`src/rtl/ecc_pkg_128.sv`:
```
// Shared constants and state encoding for the 128-bit ECC ladder sequencer.
// Also holds the step watchdog defaults used by other core sequencers.
package ecc_pkg_128;

  localparam int KEY_W   = 128;
  localparam int IDX_W   = 7;
  localparam int TIMEOUT = 1023;
  localparam int TO_W    = 10;
  localparam int CNT_W   = 8;

  typedef enum logic [2:0] {
    ST_IDLE  = 3'd0,
    ST_SCAN  = 3'd1,
    ST_ISSUE = 3'd2,
    ST_WAIT  = 3'd3,
    ST_FINAL = 3'd4,
    ST_FWAIT = 3'd5,
    ST_DONE  = 3'd6
  } seq_state_e;

endpackage

```
`src/rtl/ecc_ladder_seq_128_if.sv`:
```
// Controller-side and core-side signals of the ladder sequencer, bundled.
// The master modport drives requests and core responses; the slave is the sequencer.
interface ecc_ladder_seq_128_if;
  import ecc_pkg_128::*;

  logic             start;
  logic [KEY_W-1:0] key;
  logic             core_done;
  logic             core_start;
  logic             swap1;
  logic             swap2;
  logic             busy;
  logic             done;
  logic             zero_key;
  logic             err;
  logic [CNT_W-1:0] step_cnt;

  modport master (
    output start, key, core_done,
    input  core_start, swap1, swap2, busy, done, zero_key, err, step_cnt
  );

  modport slave (
    input  start, key, core_done,
    output core_start, swap1, swap2, busy, done, zero_key, err, step_cnt
  );

endinterface

```
`src/rtl/ecc_step_watchdog.sv`:
```
// Per-step watchdog: counts enabled cycles since the last clear and flags
// expiry once TIMEOUT cycles have elapsed without a clear.
module ecc_step_watchdog #(
  parameter int TIMEOUT = 1023,
  parameter int TO_W    = 10
) (
  input  logic clk,
  input  logic rst,
  input  logic clr,
  input  logic en,
  output logic expire
);

  localparam logic [TO_W-1:0] LAST = TO_W'(TIMEOUT - 1);

  logic [TO_W-1:0] cnt_q;
  logic [TO_W-1:0] cnt_d;

  // next count: clear wins, count saturates at the expiry value
  always_comb begin
    cnt_d = cnt_q;
    if (clr) begin
      cnt_d = '0;
    end else if (en && (cnt_q != LAST)) begin
      cnt_d = cnt_q + {{(TO_W-1){1'b0}}, 1'b1};
    end else begin
      cnt_d = cnt_q;
    end
  end

  // counter register
  always_ff @(posedge clk) begin
    if (rst) begin
      cnt_q <= '0;
    end else begin
      cnt_q <= cnt_d;
    end
  end

  assign expire = (cnt_q == LAST);

endmodule

```
`src/rtl/ecc_ladder_seq_128.sv`:
```
// Montgomery-ladder sequencer: skips leading scalar zeros, then issues one
// handshaked core step per remaining bit plus a final conversion step.
module ecc_ladder_seq_128
  import ecc_pkg_128::*;
(
  input logic                 clk,
  input logic                 rst,
  ecc_ladder_seq_128_if.slave bus
);

  seq_state_e       state_q, state_d;
  logic [KEY_W-1:0] key_q, key_d;
  logic [IDX_W-1:0] idx_q, idx_d;
  logic             prev_bit_q, prev_bit_d;
  logic             core_start_q, core_start_d;
  logic             swap1_q, swap1_d;
  logic             swap2_q, swap2_d;
  logic             busy_q, busy_d;
  logic             done_q, done_d;
  logic             zero_key_q, zero_key_d;
  logic             err_q, err_d;
  logic [CNT_W-1:0] step_cnt_q, step_cnt_d;
  logic             wd_clr_s, wd_en_s, wd_expire_s;

  ecc_step_watchdog #(
    .TIMEOUT (TIMEOUT),
    .TO_W    (TO_W)
  ) u_wd (
    .clk    (clk),
    .rst    (rst),
    .clr    (wd_clr_s),
    .en     (wd_en_s),
    .expire (wd_expire_s)
  );

  // next-state and datapath updates
  always_comb begin
    state_d    = state_q;
    key_d      = key_q;
    idx_d      = idx_q;
    prev_bit_d = prev_bit_q;
    step_cnt_d = step_cnt_q;
    zero_key_d = zero_key_q;
    err_d      = err_q;
    wd_clr_s   = 1'b0;
    wd_en_s    = 1'b0;
    case (state_q)
      ST_IDLE: begin
        if (bus.start) begin
          key_d      = bus.key;
          idx_d      = IDX_W'(KEY_W - 1);
          prev_bit_d = 1'b0;
          step_cnt_d = '0;
          zero_key_d = 1'b0;
          err_d      = 1'b0;
          state_d    = ST_SCAN;
        end else begin
          state_d = ST_IDLE;
        end
      end
      ST_SCAN: begin
        // the leading one only seeds the ladder as (P,2P); it costs no step
        if (key_q[idx_q]) begin
          prev_bit_d = 1'b1;
          if (idx_q == '0) begin
            state_d = ST_FINAL;
          end else begin
            idx_d   = idx_q - IDX_W'(1);
            state_d = ST_ISSUE;
          end
        end else if (idx_q == '0) begin
          zero_key_d = 1'b1;
          state_d    = ST_DONE;
        end else begin
          idx_d = idx_q - IDX_W'(1);
        end
      end
      ST_ISSUE: begin
        prev_bit_d = key_q[idx_q];
        step_cnt_d = step_cnt_q + 8'd1;
        wd_clr_s   = 1'b1;
        state_d    = ST_WAIT;
      end
      ST_WAIT: begin
        if (bus.core_done) begin
          if (idx_q == '0) begin
            state_d = ST_FINAL;
          end else begin
            idx_d   = idx_q - IDX_W'(1);
            state_d = ST_ISSUE;
          end
        end else if (wd_expire_s) begin
          err_d   = 1'b1;
          state_d = ST_DONE;
        end else begin
          wd_en_s = 1'b1;
        end
      end
      ST_FINAL: begin
        step_cnt_d = step_cnt_q + 8'd1;
        wd_clr_s   = 1'b1;
        state_d    = ST_FWAIT;
      end
      ST_FWAIT: begin
        if (bus.core_done) begin
          state_d = ST_DONE;
        end else if (wd_expire_s) begin
          err_d   = 1'b1;
          state_d = ST_DONE;
        end else begin
          wd_en_s = 1'b1;
        end
      end
      ST_DONE: begin
        state_d = ST_IDLE;
      end
      default: begin
        state_d = ST_IDLE;
      end
    endcase
  end

  // outputs are registered so they line up with the state they describe
  always_comb begin
    core_start_d = (state_d == ST_ISSUE) || (state_d == ST_FINAL);
    busy_d       = (state_d != ST_IDLE) && (state_d != ST_DONE);
    done_d       = (state_d == ST_DONE);
    swap1_d      = swap1_q;
    swap2_d      = swap2_q;
    if (state_d == ST_ISSUE) begin
      swap1_d = key_d[idx_d] ^ prev_bit_d;
      swap2_d = 1'b0;
    end else if (state_d == ST_FINAL) begin
      swap1_d = 1'b0;
      swap2_d = prev_bit_d;
    end else begin
      swap1_d = swap1_q;
      swap2_d = swap2_q;
    end
  end

  // state, datapath and output registers
  always_ff @(posedge clk) begin
    if (rst) begin
      state_q      <= ST_IDLE;
      key_q        <= '0;
      idx_q        <= '0;
      prev_bit_q   <= 1'b0;
      step_cnt_q   <= '0;
      zero_key_q   <= 1'b0;
      err_q        <= 1'b0;
      core_start_q <= 1'b0;
      swap1_q      <= 1'b0;
      swap2_q      <= 1'b0;
      busy_q       <= 1'b0;
      done_q       <= 1'b0;
    end else begin
      state_q      <= state_d;
      key_q        <= key_d;
      idx_q        <= idx_d;
      prev_bit_q   <= prev_bit_d;
      step_cnt_q   <= step_cnt_d;
      zero_key_q   <= zero_key_d;
      err_q        <= err_d;
      core_start_q <= core_start_d;
      swap1_q      <= swap1_d;
      swap2_q      <= swap2_d;
      busy_q       <= busy_d;
      done_q       <= done_d;
    end
  end

  assign bus.core_start = core_start_q;
  assign bus.swap1      = swap1_q;
  assign bus.swap2      = swap2_q;
  assign bus.busy       = busy_q;
  assign bus.done       = done_q;
  assign bus.zero_key   = zero_key_q;
  assign bus.err        = err_q;
  assign bus.step_cnt   = step_cnt_q;

endmodule

```
`src/flat_wrapper.sv`:
```
// flat-port wrapper written by rule: the top's interface ports become plain ports
module ecc_ladder_seq_128_flat import ecc_pkg_128::*;
  (clk, rst, bus_start, bus_key, bus_core_done, bus_core_start, bus_swap1, bus_swap2, bus_busy, bus_done, bus_zero_key, bus_err, bus_step_cnt);
  ecc_ladder_seq_128_if bus_i ();
  input logic clk;
  input logic rst;
  input wire logic [$bits(bus_i.start)-1:0] bus_start;
  input wire logic [$bits(bus_i.key)-1:0] bus_key;
  input wire logic [$bits(bus_i.core_done)-1:0] bus_core_done;
  output wire logic [$bits(bus_i.core_start)-1:0] bus_core_start;
  output wire logic [$bits(bus_i.swap1)-1:0] bus_swap1;
  output wire logic [$bits(bus_i.swap2)-1:0] bus_swap2;
  output wire logic [$bits(bus_i.busy)-1:0] bus_busy;
  output wire logic [$bits(bus_i.done)-1:0] bus_done;
  output wire logic [$bits(bus_i.zero_key)-1:0] bus_zero_key;
  output wire logic [$bits(bus_i.err)-1:0] bus_err;
  output wire logic [$bits(bus_i.step_cnt)-1:0] bus_step_cnt;
  assign bus_i.start = bus_start;
  assign bus_i.key = bus_key;
  assign bus_i.core_done = bus_core_done;
  assign bus_core_start = bus_i.core_start;
  assign bus_swap1 = bus_i.swap1;
  assign bus_swap2 = bus_i.swap2;
  assign bus_busy = bus_i.busy;
  assign bus_done = bus_i.done;
  assign bus_zero_key = bus_i.zero_key;
  assign bus_err = bus_i.err;
  assign bus_step_cnt = bus_i.step_cnt;
  ecc_ladder_seq_128 u_core (.clk(clk), .rst(rst), .bus(bus_i));
endmodule
```
`config.mk`:
```
export PLATFORM = sky130hd
export DESIGN_NAME = ecc_ladder_seq_128_flat
export DESIGN_NICKNAME = d
export VERILOG_FILES = /design/src/rtl/ecc_pkg_128.sv /design/src/rtl/ecc_ladder_seq_128_if.sv /design/src/rtl/ecc_step_watchdog.sv /design/src/rtl/ecc_ladder_seq_128.sv /design/src/flat_wrapper.sv
export SDC_FILE = /design/constraint.sdc
export NUM_CORES = 1
export LEC_CHECK = 0
export CAP_MARGIN = 20
export CORE_MARGIN = 2
export CORE_UTILIZATION = 59
export DETAILED_ROUTE_END_ITERATION = 8
export GPL_ROUTABILITY_DRIVEN = 1
export PLACE_DENSITY = 0.95
export SKIP_CTS_REPAIR_TIMING = 1
export SLEW_MARGIN = 20
export SYNTH_ARGS = -nofsm -noshare
export SYNTH_HDL_FRONTEND = slang
export SYNTH_HIERARCHICAL = 1
export SYNTH_SLANG_ARGS = --single-unit
```
`constraint.sdc`:
```
create_clock -name clk -period 10.5 [get_ports clk]
set_input_delay 1.05 -clock clk [delete_from_list [all_inputs] [get_ports clk]]
set_output_delay 1.05 -clock clk [all_outputs]
set_load 0.05 [all_outputs]
```
==> results of run 1 <==
[flip-flops by register name (all words and copies together) (netlist names), 3 cells and up]
name and count:
u_core/key_q 128, u_core/u_wd/cnt_q 10, u_core/state_q 3, u_core/idx_q 7, u_core/bus.step_cnt 8
[logic make-up (layout without fill, tap and decap cells)]
group | Yosys count | after routing | share of synthesized area [%]
and+or+nand+nor | 472 | 472 | 21.8
AOI/OAI and AO/OA | 325 | 325 | 22.5
DFF | 164 | 164 | 35.1
buffers and inverters | 115 | 207 | 5.52
muxes | 79 | 79 | 13.7
xor gates and xnor gates | 9 | 9 | 0.922
adders and majority gates | 4 | 4 | 0.535
[metal layers]
metal  GRT usage [%]  vias up  part of all wire, %
met5               0        -                    0
met4            12.5        0                  2.9
met3            7.42       97                   11
met2            55.9      674                   48
met1            43.0     4540                   38
li1                -     4379                    -
[worst reg2reg max path: stages, from the launching register on]
cell and delay (ns):
sky130_fd_sc_hd__dfxtp_4 0.47, sky130_fd_sc_hd__inv_1 0.69, sky130_fd_sc_hd__ha_1 0.39, sky130_fd_sc_hd__nor4b_2 0.30
sky130_fd_sc_hd__nand2_1 0.49, sky130_fd_sc_hd__a22oi_2 1.07, sky130_fd_sc_hd__a221oi_1 0.22, sky130_fd_sc_hd__a2111oi_0 0.67
sky130_fd_sc_hd__nor3_1 0.09, sky130_fd_sc_hd__o21ai_0 0.21, sky130_fd_sc_hd__a21oi_1 0.13, sky130_fd_sc_hd__o31a_1 0.32
sky130_fd_sc_hd__o31ai_2 0.20
[area by class of cell]
class | count | area, um^2
clock buffers | 17 | 425
clock inverters | 15 | 216
fillers | 1148 | 4330
inverters | 18 | 67.6
multi-input cells | 889 | 5570
flip-flops and latches | 164 | 3290
well taps | 216 | 270
repair buffers | 157 | 1540
[power by group through the flow]
| stage | combinational, mW | clock (mW) | sequential [mW] |
|---|---|---|---|
| after floorplan | 1.41 | 0 | 0.864 |
| after global placement | 1.71 | 0 | 0.932 |
| after detailed placement | 1.76 | 0 | 0.940 |
| after CTS | 1.78 | 0.687 | 0.929 |
| after global routing | 1.95 | 0.715 | 0.954 |
| final | 1.83 | 0.683 | 0.942 |
[placed cells by master, fill, tap and decap left out, types with 5 or more instances in the layout]
cell	netlist	routed
sky130_fd_sc_hd__nand2b_1	9	9
sky130_fd_sc_hd__mux2_2	6	6
sky130_fd_sc_hd__mux4_2	38	38
sky130_fd_sc_hd__nor2_1	78	78
sky130_fd_sc_hd__a311oi_1	7	7
sky130_fd_sc_hd__clkbuf_16	0	17
sky130_fd_sc_hd__o211ai_1	7	7
sky130_fd_sc_hd__a21oi_1	152	152
sky130_fd_sc_hd__a221oi_1	7	7
sky130_fd_sc_hd__inv_6	0	5
sky130_fd_sc_hd__nor4_1	6	6
sky130_fd_sc_hd__buf_4	3	12
sky130_fd_sc_hd__o22ai_1	10	10
sky130_fd_sc_hd__o32ai_1	5	5
sky130_fd_sc_hd__a211oi_1	16	16
sky130_fd_sc_hd__a31oi_1	12	12
sky130_fd_sc_hd__dfxtp_1	164	163
sky130_fd_sc_hd__and3_1	12	12
sky130_fd_sc_hd__a22oi_1	7	7
sky130_fd_sc_hd__nor3_1	22	22
sky130_fd_sc_hd__clkdlybuf4s50_1	0	145
sky130_fd_sc_hd__or3_1	7	7
sky130_fd_sc_hd__inv_1	17	17
sky130_fd_sc_hd__nand3_1	25	25
sky130_fd_sc_hd__o221ai_1	9	9
sky130_fd_sc_hd__mux2i_1	34	34
sky130_fd_sc_hd__o21ai_0	31	31
sky130_fd_sc_hd__nand2_1	292	292
sky130_fd_sc_hd__xor2_1	7	7
sky130_fd_sc_hd__o311ai_0	6	6
sky130_fd_sc_hd__a2111oi_0	8	8
sky130_fd_sc_hd__o2111ai_1	5	5
[through the flow]
step / power [mW] / setup slack (ns) / hold slack, ns
after detailed placement: 2.70 / 5.34 / 0.459
after global routing: 3.62 / 4.94 / 0.498
after global placement: 2.64 / 5.45 / 0.439
after floorplan: 2.27 / 6.10 / 0.444
after CTS: 3.39 / 5.40 / 0.475
final: 3.46 / 5.17 / 0.471
[path summary, 6_finish.rpt]
path	cells after the start	startpoint	endpoint	slack, ns
setup reg to reg	12	u_core/idx_q[0]	u_core/bus.swap1	5.17
setup / recovery	12	u_core/idx_q[0]	u_core/bus.swap1	5.17
hold / removal	2	u_core/bus.swap2	u_core/bus.swap2	0.47
hold reg to reg	2	u_core/bus.swap2	u_core/bus.swap2	0.47
==> reports/qor.json, run 1 <==
{
  "synth.area.top_cells": {"value": "sky130_fd_sc_hd__dfxtp_1 (35%), sky130_fd_sc_hd__nand2_1 (12%), sky130_fd_sc_hd__mux4_2 (9.1%), sky130_fd_sc_hd__a21oi_1 (8.1%), sky130_fd_sc_hd__mux2i_1 (3.6%)"},
  "crit_path_cell_trace": {"value": "inv_1 -> ha_1 -> nor4b_2 -> nand2_1 -> a22oi_2 -> a221oi_1 -> a2111oi_0 -> nor3_1 -> o21ai_0 -> a21oi_1 -> o31a_1 -> o31ai_2"},
  "postSynth.topFlopCell": {"value": "sky130_fd_sc_hd__dfxtp_1"},
  "layout.core_utilization": {"value": 72.4, "unit": "%"},
  "fin_nets": {"value": 1383},
  "detailedPlacementHpwl": {"value": 18800, "unit": "um"},
  "route.detailed.drc": {"value": 0},
  "final-setup-viol-count": {"value": 0},
  "grtUsageTotal": {"value": 33.6, "unit": "%"},
  "startpoint_type_of_the_worst_setup_path": {"value": "flop"},
  "die-height": {"value": 130, "unit": "um"},
  "place.port_buffers": {"value": 146},
  "ant_nets": {"value": 0},
  "synth.net_count": {"value": 1304},
  "fp-row-count": {"value": 46},
  "timing.final.hold_violations": {"value": 0},
  "critical_path.max_fanout": {"value": 26},
  "p_sw_share": {"value": 46.4, "unit": "%"},
  "status": {"value": "completed"},
  "netlist-cell-type-count": {"value": 79},
  "fraction_of_final_layout_cells_sized_beyond_drive_strength_1": {"value": 8.81, "unit": "%"},
  "synth_seq_cells": {"value": 164},
  "cap_violations": {"value": 0},
  "detail_route.wl_per_cell": {"value": 19.4, "unit": "um"},
  "cts-htree-levels": {"value": 4},
  "arrival": {"value": 5.68, "unit": "ns"},
  "timing.critical_path.slowest_cell_delay": {"value": 1.07, "unit": "ns"},
  "setup.worst_path.class": {"value": "reg -> reg"},
  "root_buffer": {"value": "sky130_fd_sc_hd__clkbuf_16"},
  "area.growth.synth_to_final": {"value": 21.6, "unit": "%"},
  "vdd_ir_drop_max": {"value": 0.179, "unit": "mV"},
  "finalCritPeriodShare": {"value": 50.7, "unit": "%"},
  "seq_power_share": {"value": 27.2, "unit": "%"},
  "clk-insertion-delay-late": {"value": 0.44, "unit": "ns"},
  "holdCritPathClass": {"value": "reg -> reg"},
  "synth_top_cell_area_share": {"value": 35.1, "unit": "%"},
  "drt-total-wl": {"value": 28600, "unit": "um"},
  "power.switching": {"value": 1.60, "unit": "mW"},
  "achievable-frequency": {"value": 188, "unit": "MHz"},
  "required": {"value": 10.85, "unit": "ns"},
  "netlist_area": {"value": 9360, "unit": "um^2"},
  "endpoint_kind": {"value": "flop"},
  "grt_first_pass_wirelength": {"value": 44500, "unit": "um"},
  "min_period": {"value": 5.33, "unit": "ns"},
  "syn-mean-instance-area": {"value": 8.01, "unit": "um^2"},
  "cts-root-to-sink-buffers": {"value": 2},
  "setup_tns": {"value": 0, "unit": "ns"},
  "synth_edf_count": {"value": 0},
  "cpLargestDelayFamily": {"value": "compound AO/OA/AOI/OAI gates"},
  "worstPathBufferInverterCount": {"value": 1},
  "pwr-share-comb": {"value": 53.0, "unit": "%"},
  "clock_tree_from_tritoncts": {"value": "built"},
  "initial_drc_count": {"value": 1205},
  "synthMostInstantiatedCell": {"value": "sky130_fd_sc_hd__nand2_1"},
  "synthDominantAreaCellType": {"value": "sky130_fd_sc_hd__dfxtp_1"},
  "critPathSlowestCell": {"value": "sky130_fd_sc_hd__a22oi_2"},
  "fp.dieArea": {"value": 16900, "unit": "um^2"},
  "grt_pass1_vias": {"value": 8987},
  "postPlaceCellArea": {"value": 10700, "unit": "um^2"},
  "leakagePower": {"value": 4.06, "unit": "nW"},
  "core-area": {"value": 15700, "unit": "um^2"},
  "rsz0062_at_grt": {"value": "false"},
  "worstMarginPinSlew": {"value": 1.14, "unit": "ns"},
  "clock_sinks": {"value": 164},
  "power_density": {"value": 304, "unit": "nW/um^2"},
  "starting_density_of_the_core": {"value": 59.6, "unit": "%"},
  "slew-limit-headroom": {"value": 23.8, "unit": "%"},
  "pwr-share-clk": {"value": 19.8, "unit": "%"},
  "synth-async-reset-ratio": {"value": 0, "unit": "%"},
  "finalClockSkew": {"value": 0.0105, "unit": "ns"},
  "die_width": {"value": 130, "unit": "um"},
  "drt-vias-per-instance": {"value": 6.57},
  "post_synth_most_frequent_cells": {"value": "sky130_fd_sc_hd__nand2_1 (292), sky130_fd_sc_hd__dfxtp_1 (164), sky130_fd_sc_hd__a21oi_1 (152)"},
  "firstDrtPassIters": {"value": 9},
  "routed-via-count": {"value": 9690},
  "ys_warn_count": {"value": 6},
  "stdcell_count": {"value": 1476},
  "place_inst": {"value": 1444},
  "netlist_instances": {"value": 1168},
  "synth.yosys.seq_area_share": {"value": 35.1, "unit": "%"},
  "final-max-slew-violation-count": {"value": 0},
  "p_int": {"value": 1.85, "unit": "mW"},
  "place.gp.congestion": {"value": 0.990},
  "ioPinCount": {"value": 147},
  "insertedDiodeCount": {"value": 0},
  "clkSlewWorstSetupHoldPaths": {"value": 0.06, "unit": "ns"},
  "maximum_number_of_pins_on_one_net_before_global_route_repair": {"value": 88},
  "number_of_buffers_added_by_the_clock_tree_synthesis_step": {"value": 17},
  "antenna_violations_before_repair": {"value": 0},
  "globalRoute.totalOverflow": {"value": 0},
  "final_design_area_no_fill": {"value": 11400, "unit": "um^2"}
}
(Power assumes the default switching activity.)
==> run 2, diff against run 1 <==
--- a/config.mk
+++ b/config.mk
@@ -7,10 +7,10 @@
 export LEC_CHECK = 0
 export CAP_MARGIN = 20
 export CORE_MARGIN = 2
-export CORE_UTILIZATION = 59
+export CORE_UTILIZATION = 49
 export DETAILED_ROUTE_END_ITERATION = 8
 export GPL_ROUTABILITY_DRIVEN = 1
-export PLACE_DENSITY = 0.95
+export PLACE_DENSITY = 0.87
 export SKIP_CTS_REPAIR_TIMING = 1
 export SLEW_MARGIN = 20
 export SYNTH_ARGS = -nofsm -noshare
==> constraint.sdc (replaced) <==
create_clock -name clk -period 4.3 [get_ports clk]
set_input_delay 0.43 -clock clk [delete_from_list [all_inputs] [get_ports clk]]
set_output_delay 0.43 -clock clk [all_outputs]
set_load 0.05 [all_outputs]
==> reports/qor.json, run 2 (same netlist as run 1, synthesis figures left out) <==
{
  "die-height": {"value": 142, "unit": "um", "change": "+9.4%"},
  "leakagePower": {"value": 4.14, "unit": "nW", "change": "+1.8%"},
  "slew-limit-headroom": {"value": 42.0, "unit": "%", "change": "+18 points"},
  "required": {"value": 4.65, "unit": "ns", "change": "-6.20 ns"},
  "insertedDiodeCount": {"value": 0, "change": "unchanged"},
  "ioPinCount": {"value": 147, "change": "unchanged"},
  "die_width": {"value": 142, "unit": "um", "change": "+9.4%"},
  "clock_tree_from_tritoncts": {"value": "built"},
  "holdCritPathClass": {"value": "reg -> reg"},
  "maximum_number_of_pins_on_one_net_before_global_route_repair": {"value": 84, "change": "-4.5%"},
  "detail_route.wl_per_cell": {"value": 18.9, "unit": "um", "change": "-2.6%"},
  "route.detailed.drc": {"value": 0, "change": "unchanged"},
  "ant_nets": {"value": 0, "change": "unchanged"},
  "globalRoute.totalOverflow": {"value": 0, "change": "unchanged"},
  "worstMarginPinSlew": {"value": 0.871, "unit": "ns", "change": "-0.273 ns"},
  "rsz0062_at_grt": {"value": "false"},
  "grtUsageTotal": {"value": 28.5, "unit": "%", "change": "-5.1 points"},
  "area.growth.synth_to_final": {"value": 23.2, "unit": "%"},
  "routed-via-count": {"value": 9561, "change": "-1.3%"},
  "starting_density_of_the_core": {"value": 50.0, "unit": "%", "change": "-9.5 points"},
  "critPathLaunch": {"value": "u_core/idx_q[0]"},
  "regMostFlops": {"value": "u_core/key_q"},
  "antenna_violations_before_repair": {"value": 0, "change": "unchanged"},
  "grt_pass1_vias": {"value": 8893, "change": "-1.0%"},
  "grt_first_pass_wirelength": {"value": 45800, "unit": "um", "change": "+2.8%"},
  "final-max-slew-violation-count": {"value": 0, "change": "unchanged"},
  "timing.final.hold_violations": {"value": 0, "change": "unchanged"},
  "core-area": {"value": 18700, "unit": "um^2", "change": "+19%"},
  "clock_sinks": {"value": 164, "change": "unchanged"},
  "status": {"value": "completed"},
  "largest_register_ff_count": {"value": 128, "change": "unchanged"},
  "achievable-frequency": {"value": 249, "unit": "MHz", "change": "+33%"},
  "startpoint_type_of_the_worst_setup_path": {"value": "flop"},
  "final_common_cell": {"value": "sky130_fd_sc_hd__nand2_1"},
  "power_density": {"value": 732, "unit": "nW/um^2", "change": "+140%"},
  "cts-htree-levels": {"value": 4, "change": "unchanged"},
  "firstDrtPassIters": {"value": 6, "change": "-3"},
  "critical_path.max_fanout": {"value": 11, "change": "-58%"},
  "number_of_buffers_added_by_the_clock_tree_synthesis_step": {"value": 17, "change": "unchanged"},
  "place.gp.congestion": {"value": 0.963, "change": "-2.7%"},
  "postPlaceCellArea": {"value": 10900, "unit": "um^2", "change": "+2.0%"},
  "final_design_area_no_fill": {"value": 11500, "unit": "um^2", "change": "+1.4%"},
  "cts-root-to-sink-buffers": {"value": 2, "change": "unchanged"},
  "fin_nets": {"value": 1402, "change": "+1.4%"},
  "post-route-worst-setup-slack": {"value": 0.285, "unit": "ns", "change": "-4.89 ns"},
  "setup_tns": {"value": 0, "unit": "ns", "change": "unchanged"},
  "fraction_of_final_layout_cells_sized_beyond_drive_strength_1": {"value": 10.2, "unit": "%", "change": "+1.4 points"},
  "root_buffer": {"value": "sky130_fd_sc_hd__clkbuf_16"},
  "vdd_ir_drop_max": {"value": 0.416, "unit": "mV", "change": "+130%"},
  "cap_violations": {"value": 0, "change": "unchanged"},
  "endpoint_kind": {"value": "flop"},
  "layout.cells.most_common_list": {"value": "sky130_fd_sc_hd__nand2_1 (292), sky130_fd_sc_hd__dfxtp_1 (163), sky130_fd_sc_hd__a21oi_1 (152)"},
  "drt-total-wl": {"value": 28600, "unit": "um", "change": "-0.13%"},
  "dp_slack": {"value": 0.345, "unit": "ns", "change": "-5.00 ns"},
  "fp-row-count": {"value": 50, "change": "+8.7%"},
  "final-setup-viol-count": {"value": 0, "change": "unchanged"},
  "fp.dieArea": {"value": 20200, "unit": "um^2", "change": "+20%"},
  "clk-insertion-delay-late": {"value": 0.44, "unit": "ns", "change": "about the same"},
  "setup.worst_path.class": {"value": "reg -> reg"},
  "initial_drc_count": {"value": 1207, "change": "+0.17%"},
  "hp_start": {"value": "u_core/bus.swap2"},
  "min_path_cells": {"value": 2, "change": "unchanged"},
  "finalCritPeriodShare": {"value": 93.4, "unit": "%", "change": "+43 points"},
  "worstRegToRegCells": {"value": 13, "change": "+1"},
  "report.power.total": {"value": 8.44, "unit": "mW", "change": "+140%"},
  "finalClockSkew": {"value": 0.0102, "unit": "ns", "change": "-0.000380 ns"},
  "clkSlewWorstSetupHoldPaths": {"value": 0.07, "unit": "ns", "change": "about the same"},
  "drt-vias-per-instance": {"value": 6.32, "change": "-3.7%"},
  "detailedPlacementHpwl": {"value": 19800, "unit": "um", "change": "+5.4%"},
  "min_period": {"value": 4.01, "unit": "ns", "change": "-1.31 ns"},
  "reg2reg_from": {"value": "u_core/idx_q[0]"},
  "place.port_buffers": {"value": 146, "change": "unchanged"},
  "arrival": {"value": 4.36, "unit": "ns", "change": "-1.32 ns"}
}
[run 2: changes by cell type in the layout (fill, tap and decap cells not counted), moves of 2 or more]
cell / delta
sky130_fd_sc_hd__clkbuf_8: +3
sky130_fd_sc_hd__buf_4: +16
sky130_fd_sc_hd__buf_12: +3
sky130_fd_sc_hd__clkinvlp_4: +2
sky130_fd_sc_hd__bufinv_16: -3
[run 2: report_power, final]
part           total, mW  switching [mW]  internal [mW]
combinational       4.72            2.87           1.85
sequential          2.21           0.361           1.85
clock               1.52           0.663          0.853
[run 2: through the flow]
step                      cells  hold WS [ns]  utilization (%)
after global placement     1481         0.442             58.5
after floorplan            1168         0.444                -
after global routing       1513         0.490             61.7
final                      1513         0.465             61.7
after detailed placement   1481         0.458             58.5
after CTS                  1513         0.472             61.7
[run 2: worst max-delay path: stages (launching register included)]
cell and delay [ns]:
sky130_fd_sc_hd__dfxtp_4 0.35, sky130_fd_sc_hd__inv_1 0.07, sky130_fd_sc_hd__ha_1 0.24, sky130_fd_sc_hd__or4b_4 0.52
sky130_fd_sc_hd__o211ai_4 0.41, sky130_fd_sc_hd__mux2i_4 0.51, sky130_fd_sc_hd__buf_4 0.25, sky130_fd_sc_hd__nor2_1 0.11
sky130_fd_sc_hd__a222oi_1 0.29, sky130_fd_sc_hd__a21boi_1 0.12, sky130_fd_sc_hd__a311oi_1 0.33, sky130_fd_sc_hd__a21oi_1 0.16
sky130_fd_sc_hd__o31a_1 0.33, sky130_fd_sc_hd__o31ai_2 0.23
[run 2: final cells by class]
cell class	count	area (um^2)
inverters	18	67.6
repair buffers	176	1720
clock buffers	20	467
flip-flops and latches	164	3290
clock inverters	12	121
well taps	234	293
fillers	1581	7170
multi-input cells	889	5580
[run 2: path summary, 6_finish.rpt]
| kind | to | slack, ns |
|---|---|---|
| setup / recovery | u_core/bus.swap1 | 0.29 |
| hold / removal | u_core/bus.swap2 | 0.47 |
| setup reg to reg | u_core/bus.swap1 | 0.29 |
| hold reg to reg | u_core/bus.swap2 | 0.47 |
[run 2: routing by layer]
| layer | wire length (um) | vias up | track usage (%) |
|---|---|---|---|
| li1 | - | 4409 | - |
| met1 | 11600 | 4437 | 38.1 |
| met2 | 12900 | 606 | 44.0 |
| met3 | 3040 | 109 | 7.27 |
| met4 | 1050 | 0 | 11.9 |
| met5 | 0 | - | 0 |
==> run 3, diff against run 2 <==
--- a/config.mk
+++ b/config.mk
@@ -6,7 +6,7 @@
 export NUM_CORES = 1
 export LEC_CHECK = 0
 export CAP_MARGIN = 20
-export CORE_MARGIN = 2
+export CORE_MARGIN = 5
 export CORE_UTILIZATION = 49
 export DETAILED_ROUTE_END_ITERATION = 8
 export GPL_ROUTABILITY_DRIVEN = 1
==> reports/qor.json, run 3 (same netlist as run 1, synthesis figures left out) <==
{
  "setup.worst_path.class": {"value": "reg -> reg"},
  "status": {"value": "completed"},
  "place.port_buffers": {"value": 146, "change": "unchanged"},
  "core-area": {"value": 18800, "unit": "um^2", "change": "+0.33%"},
  "clock_tree_from_tritoncts": {"value": "built"},
  "regMostFlops": {"value": "u_core/key_q"},
  "final-max-slew-violation-count": {"value": 0, "change": "unchanged"},
  "regToRegSetupSlack": {"value": 0.42, "unit": "ns", "change": "+0.13 ns"},
  "maximum_number_of_pins_on_one_net_before_global_route_repair": {"value": 104, "change": "+24%"},
  "startpoint_type_of_the_worst_setup_path": {"value": "flop"},
  "endpoint_kind": {"value": "flop"},
  "cts-root-to-sink-buffers": {"value": 2, "change": "unchanged"},
  "leakagePower": {"value": 4.16, "unit": "nW", "change": "+0.67%"},
  "route.detailed.drc": {"value": 0, "change": "unchanged"},
  "rsz0062_at_grt": {"value": "false"},
  "grt_first_pass_wirelength": {"value": 46100, "unit": "um", "change": "+0.66%"},
  "hp_start": {"value": "u_core/key_q[15]"},
  "critical_path.max_fanout": {"value": 11, "change": "unchanged"},
  "slew-limit-headroom": {"value": 29.4, "unit": "%", "change": "-13 points"},
  "fp-row-count": {"value": 50, "change": "unchanged"},
  "min_path_cells": {"value": 2, "change": "unchanged"},
  "largest_register_ff_count": {"value": 128, "change": "unchanged"},
  "vdd_ir_drop_max": {"value": 0.404, "unit": "mV", "change": "-2.8%"},
  "die_width": {"value": 148, "unit": "um", "change": "+4.2%"},
  "area.growth.synth_to_final": {"value": 23.6, "unit": "%"},
  "fill_cells": {"value": 1641, "change": "+3.8%"},
  "fin_nets": {"value": 1408, "change": "+0.43%"},
  "worstRegToRegCells": {"value": 13, "change": "unchanged"},
  "fraction_of_final_layout_cells_sized_beyond_drive_strength_1": {"value": 10.7, "unit": "%", "change": "+0.42 points"},
  "power.switching": {"value": 3.92, "unit": "mW", "change": "+0.74%"},
  "finalClockSkew": {"value": 0.00657, "unit": "ns", "change": "-0.00359 ns"},
  "cts-htree-levels": {"value": 4, "change": "unchanged"},
  "fp.dieArea": {"value": 22000, "unit": "um^2", "change": "+8.6%"},
  "min_period": {"value": 3.88, "unit": "ns", "change": "-0.133 ns"},
  "p_sw_share": {"value": 45.9, "unit": "%", "change": "-0.16 points"},
  "report.power.total": {"value": 8.53, "unit": "mW", "change": "+1.1%"},
  "ioPinCount": {"value": 147, "change": "unchanged"},
  "clkSlewWorstSetupHoldPaths": {"value": 0.06, "unit": "ns", "change": "about the same"},
  "initial_drc_count": {"value": 1207, "change": "unchanged"},
  "required": {"value": 4.65, "unit": "ns", "change": "about the same"},
  "drt-vias-per-instance": {"value": 6.24, "change": "-1.2%"},
  "starting_density_of_the_core": {"value": 49.9, "unit": "%", "change": "-0.17 points"},
  "timing.final.hold_violations": {"value": 0, "change": "unchanged"},
  "hold_slack": {"value": 0.470, "unit": "ns", "change": "+0.00500 ns"},
  "routed-via-count": {"value": 9483, "change": "-0.82%"},
  "critPathLaunch": {"value": "u_core/idx_q[0]"},
  "pwr-share-comb": {"value": 56.1, "unit": "%", "change": "+0.2 points"},
  "root_buffer": {"value": "sky130_fd_sc_hd__clkbuf_16"},
  "multiInputGateArea": {"value": 5580, "unit": "um^2", "change": "unchanged"},
  "layout.area.seq": {"value": 3290, "unit": "um^2", "change": "unchanged"},
  "crit-reg2reg-capture": {"value": "u_core/bus.swap1"},
  "pwr-share-clk": {"value": 17.9, "unit": "%", "change": "about the same"},
  "clock_sinks": {"value": 164, "change": "unchanged"},
  "die-height": {"value": 148, "unit": "um", "change": "+4.2%"},
  "final_common_cell": {"value": "sky130_fd_sc_hd__nand2_1"},
  "cap_violations": {"value": 0, "change": "unchanged"},
  "holdCritPathClass": {"value": "reg -> reg"},
  "globalRoute.totalOverflow": {"value": 0, "change": "unchanged"},
  "p_int": {"value": 4.61, "unit": "mW", "change": "+1.4%"},
  "final-setup-viol-count": {"value": 0, "change": "unchanged"},
  "detail_route.wl_per_cell": {"value": 18.9, "unit": "um", "change": "about the same"},
  "setup_tns": {"value": 0, "unit": "ns", "change": "unchanged"},
  "grtUsageTotal": {"value": 25.7, "unit": "%", "change": "-2.8 points"},
  "drt-total-wl": {"value": 28700, "unit": "um", "change": "+0.40%"},
  "finalCritPeriodShare": {"value": 90.3, "unit": "%", "change": "-3.1 points"},
  "reg2reg_from": {"value": "u_core/idx_q[0]"},
  "number_of_buffers_added_by_the_clock_tree_synthesis_step": {"value": 17, "change": "unchanged"},
  "layout.cells.most_common_list": {"value": "sky130_fd_sc_hd__nand2_1 (292), sky130_fd_sc_hd__dfxtp_1 (163), sky130_fd_sc_hd__a21oi_1 (152)"},
  "ant_nets": {"value": 0, "change": "unchanged"},
  "worstMarginPinSlew": {"value": 1.06, "unit": "ns", "change": "+0.189 ns"},
  "antenna_violations_before_repair": {"value": 0, "change": "unchanged"},
  "firstDrtPassIters": {"value": 7, "change": "+1"},
  "detailedPlacementHpwl": {"value": 20400, "unit": "um", "change": "+2.9%"},
  "grt_pass1_vias": {"value": 8953, "change": "+0.67%"},
  "place.gp.congestion": {"value": 1.01, "change": "+4.6%"},
  "worst_hold_path.endpoint": {"value": "u_core/key_q[15]"},
  "power_density": {"value": 738, "unit": "nW/um^2", "change": "+0.79%"},
  "seq_power_share": {"value": 26.0, "unit": "%", "change": "-0.2 points"},
  "clk-insertion-delay-late": {"value": 0.43, "unit": "ns", "change": "about the same"},
  "arrival": {"value": 4.23, "unit": "ns", "change": "-0.13 ns"},
  "achievable-frequency": {"value": 258, "unit": "MHz", "change": "+3.4%"},
  "insertedDiodeCount": {"value": 0, "change": "unchanged"}
}
==> run 3: cell types whose count changed in the layout (fill, tap and decap cells not counted) <==
| cell | before | now |
|---|---|---|
| sky130_fd_sc_hd__buf_12 | 3 | 2 |
| sky130_fd_sc_hd__inv_6 | 4 | 2 |
| sky130_fd_sc_hd__clkinv_4 | 3 | 4 |
| sky130_fd_sc_hd__clkbuf_8 | 3 | 1 |
| sky130_fd_sc_hd__bufinv_16 | 1 | 2 |
| sky130_fd_sc_hd__buf_4 | 28 | 35 |
| sky130_fd_sc_hd__clkinv_2 | 0 | 2 |
==> run 3: worst max path at each step <==
stage and endpoint:
2_1_floorplan u_core/bus.swap1, 3_3_place_gp u_core/bus.swap1, 3_5_place_dp u_core/bus.swap1, 4_1_cts u_core/bus.swap1, 5_1_grt u_core/bus.swap1, 6_report u_core/bus.swap1
==> run 3: routing by layer <==
| layer | wire, um | global-route usage (%) | part of all wire (%) | up-vias |
|---|---|---|---|---|
| met4 | 782 | 9.88 | 2.7 | 0 |
| li1 | - | - | - | 4423 |
| met5 | 0 | 0 | 0 | - |
| met3 | 2980 | 5.64 | 10 | 75 |
| met1 | 12000 | 35.3 | 42 | 4397 |
| met2 | 13000 | 39.6 | 45 | 588 |
==> run 3: critical path, stage by stage, from the launching register on <==
cell and delay (ns):
sky130_fd_sc_hd__dfxtp_4 0.34, sky130_fd_sc_hd__inv_1 0.07, sky130_fd_sc_hd__ha_1 0.24, sky130_fd_sc_hd__or4b_4 0.52, sky130_fd_sc_hd__o211ai_4 0.46, sky130_fd_sc_hd__mux2i_4 0.44
sky130_fd_sc_hd__buf_4 0.24, sky130_fd_sc_hd__nor2_1 0.12, sky130_fd_sc_hd__a222oi_1 0.31, sky130_fd_sc_hd__a21boi_1 0.11, sky130_fd_sc_hd__a311oi_1 0.26, sky130_fd_sc_hd__a21oi_1 0.14
sky130_fd_sc_hd__o31a_1 0.32, sky130_fd_sc_hd__o31ai_2 0.21
==> run 3: through the flow <==
stage,instance area (um^2),cells,worst slack [ns],util (%)
3_3_place_gp,11000,1487,0.485,58.5
3_5_place_dp,11000,1487,0.392,58.5
2_1_floorplan,9370,1168,0.0391,-
4_1_cts,11600,1519,0.446,61.7
6_report,11600,1519,0.419,61.7
5_1_grt,11600,1519,0.142,61.7
==> run 3: power by group through the flow <==
stage / registers, mW / clock network (mW) / logic, mW
after global placement: 2.21 / 0 / 4.60
after global routing: 2.25 / 1.60 / 5.17
final: 2.22 / 1.53 / 4.79
after floorplan: 2.11 / 0 / 3.46
after detailed placement: 2.23 / 0 / 4.64
after CTS: 2.20 / 1.54 / 4.68
==> run 3: cell type report <==
type                            count  area share (%)
Clock inverter                     14            1.32
Tap cell                          234            2.53
Inverter                           18           0.584
Timing Repair Buffer              182            15.2
Clock buffer                       18            3.80
Multi-Input combinational cell    889            48.2
Sequential cell                   164            28.4
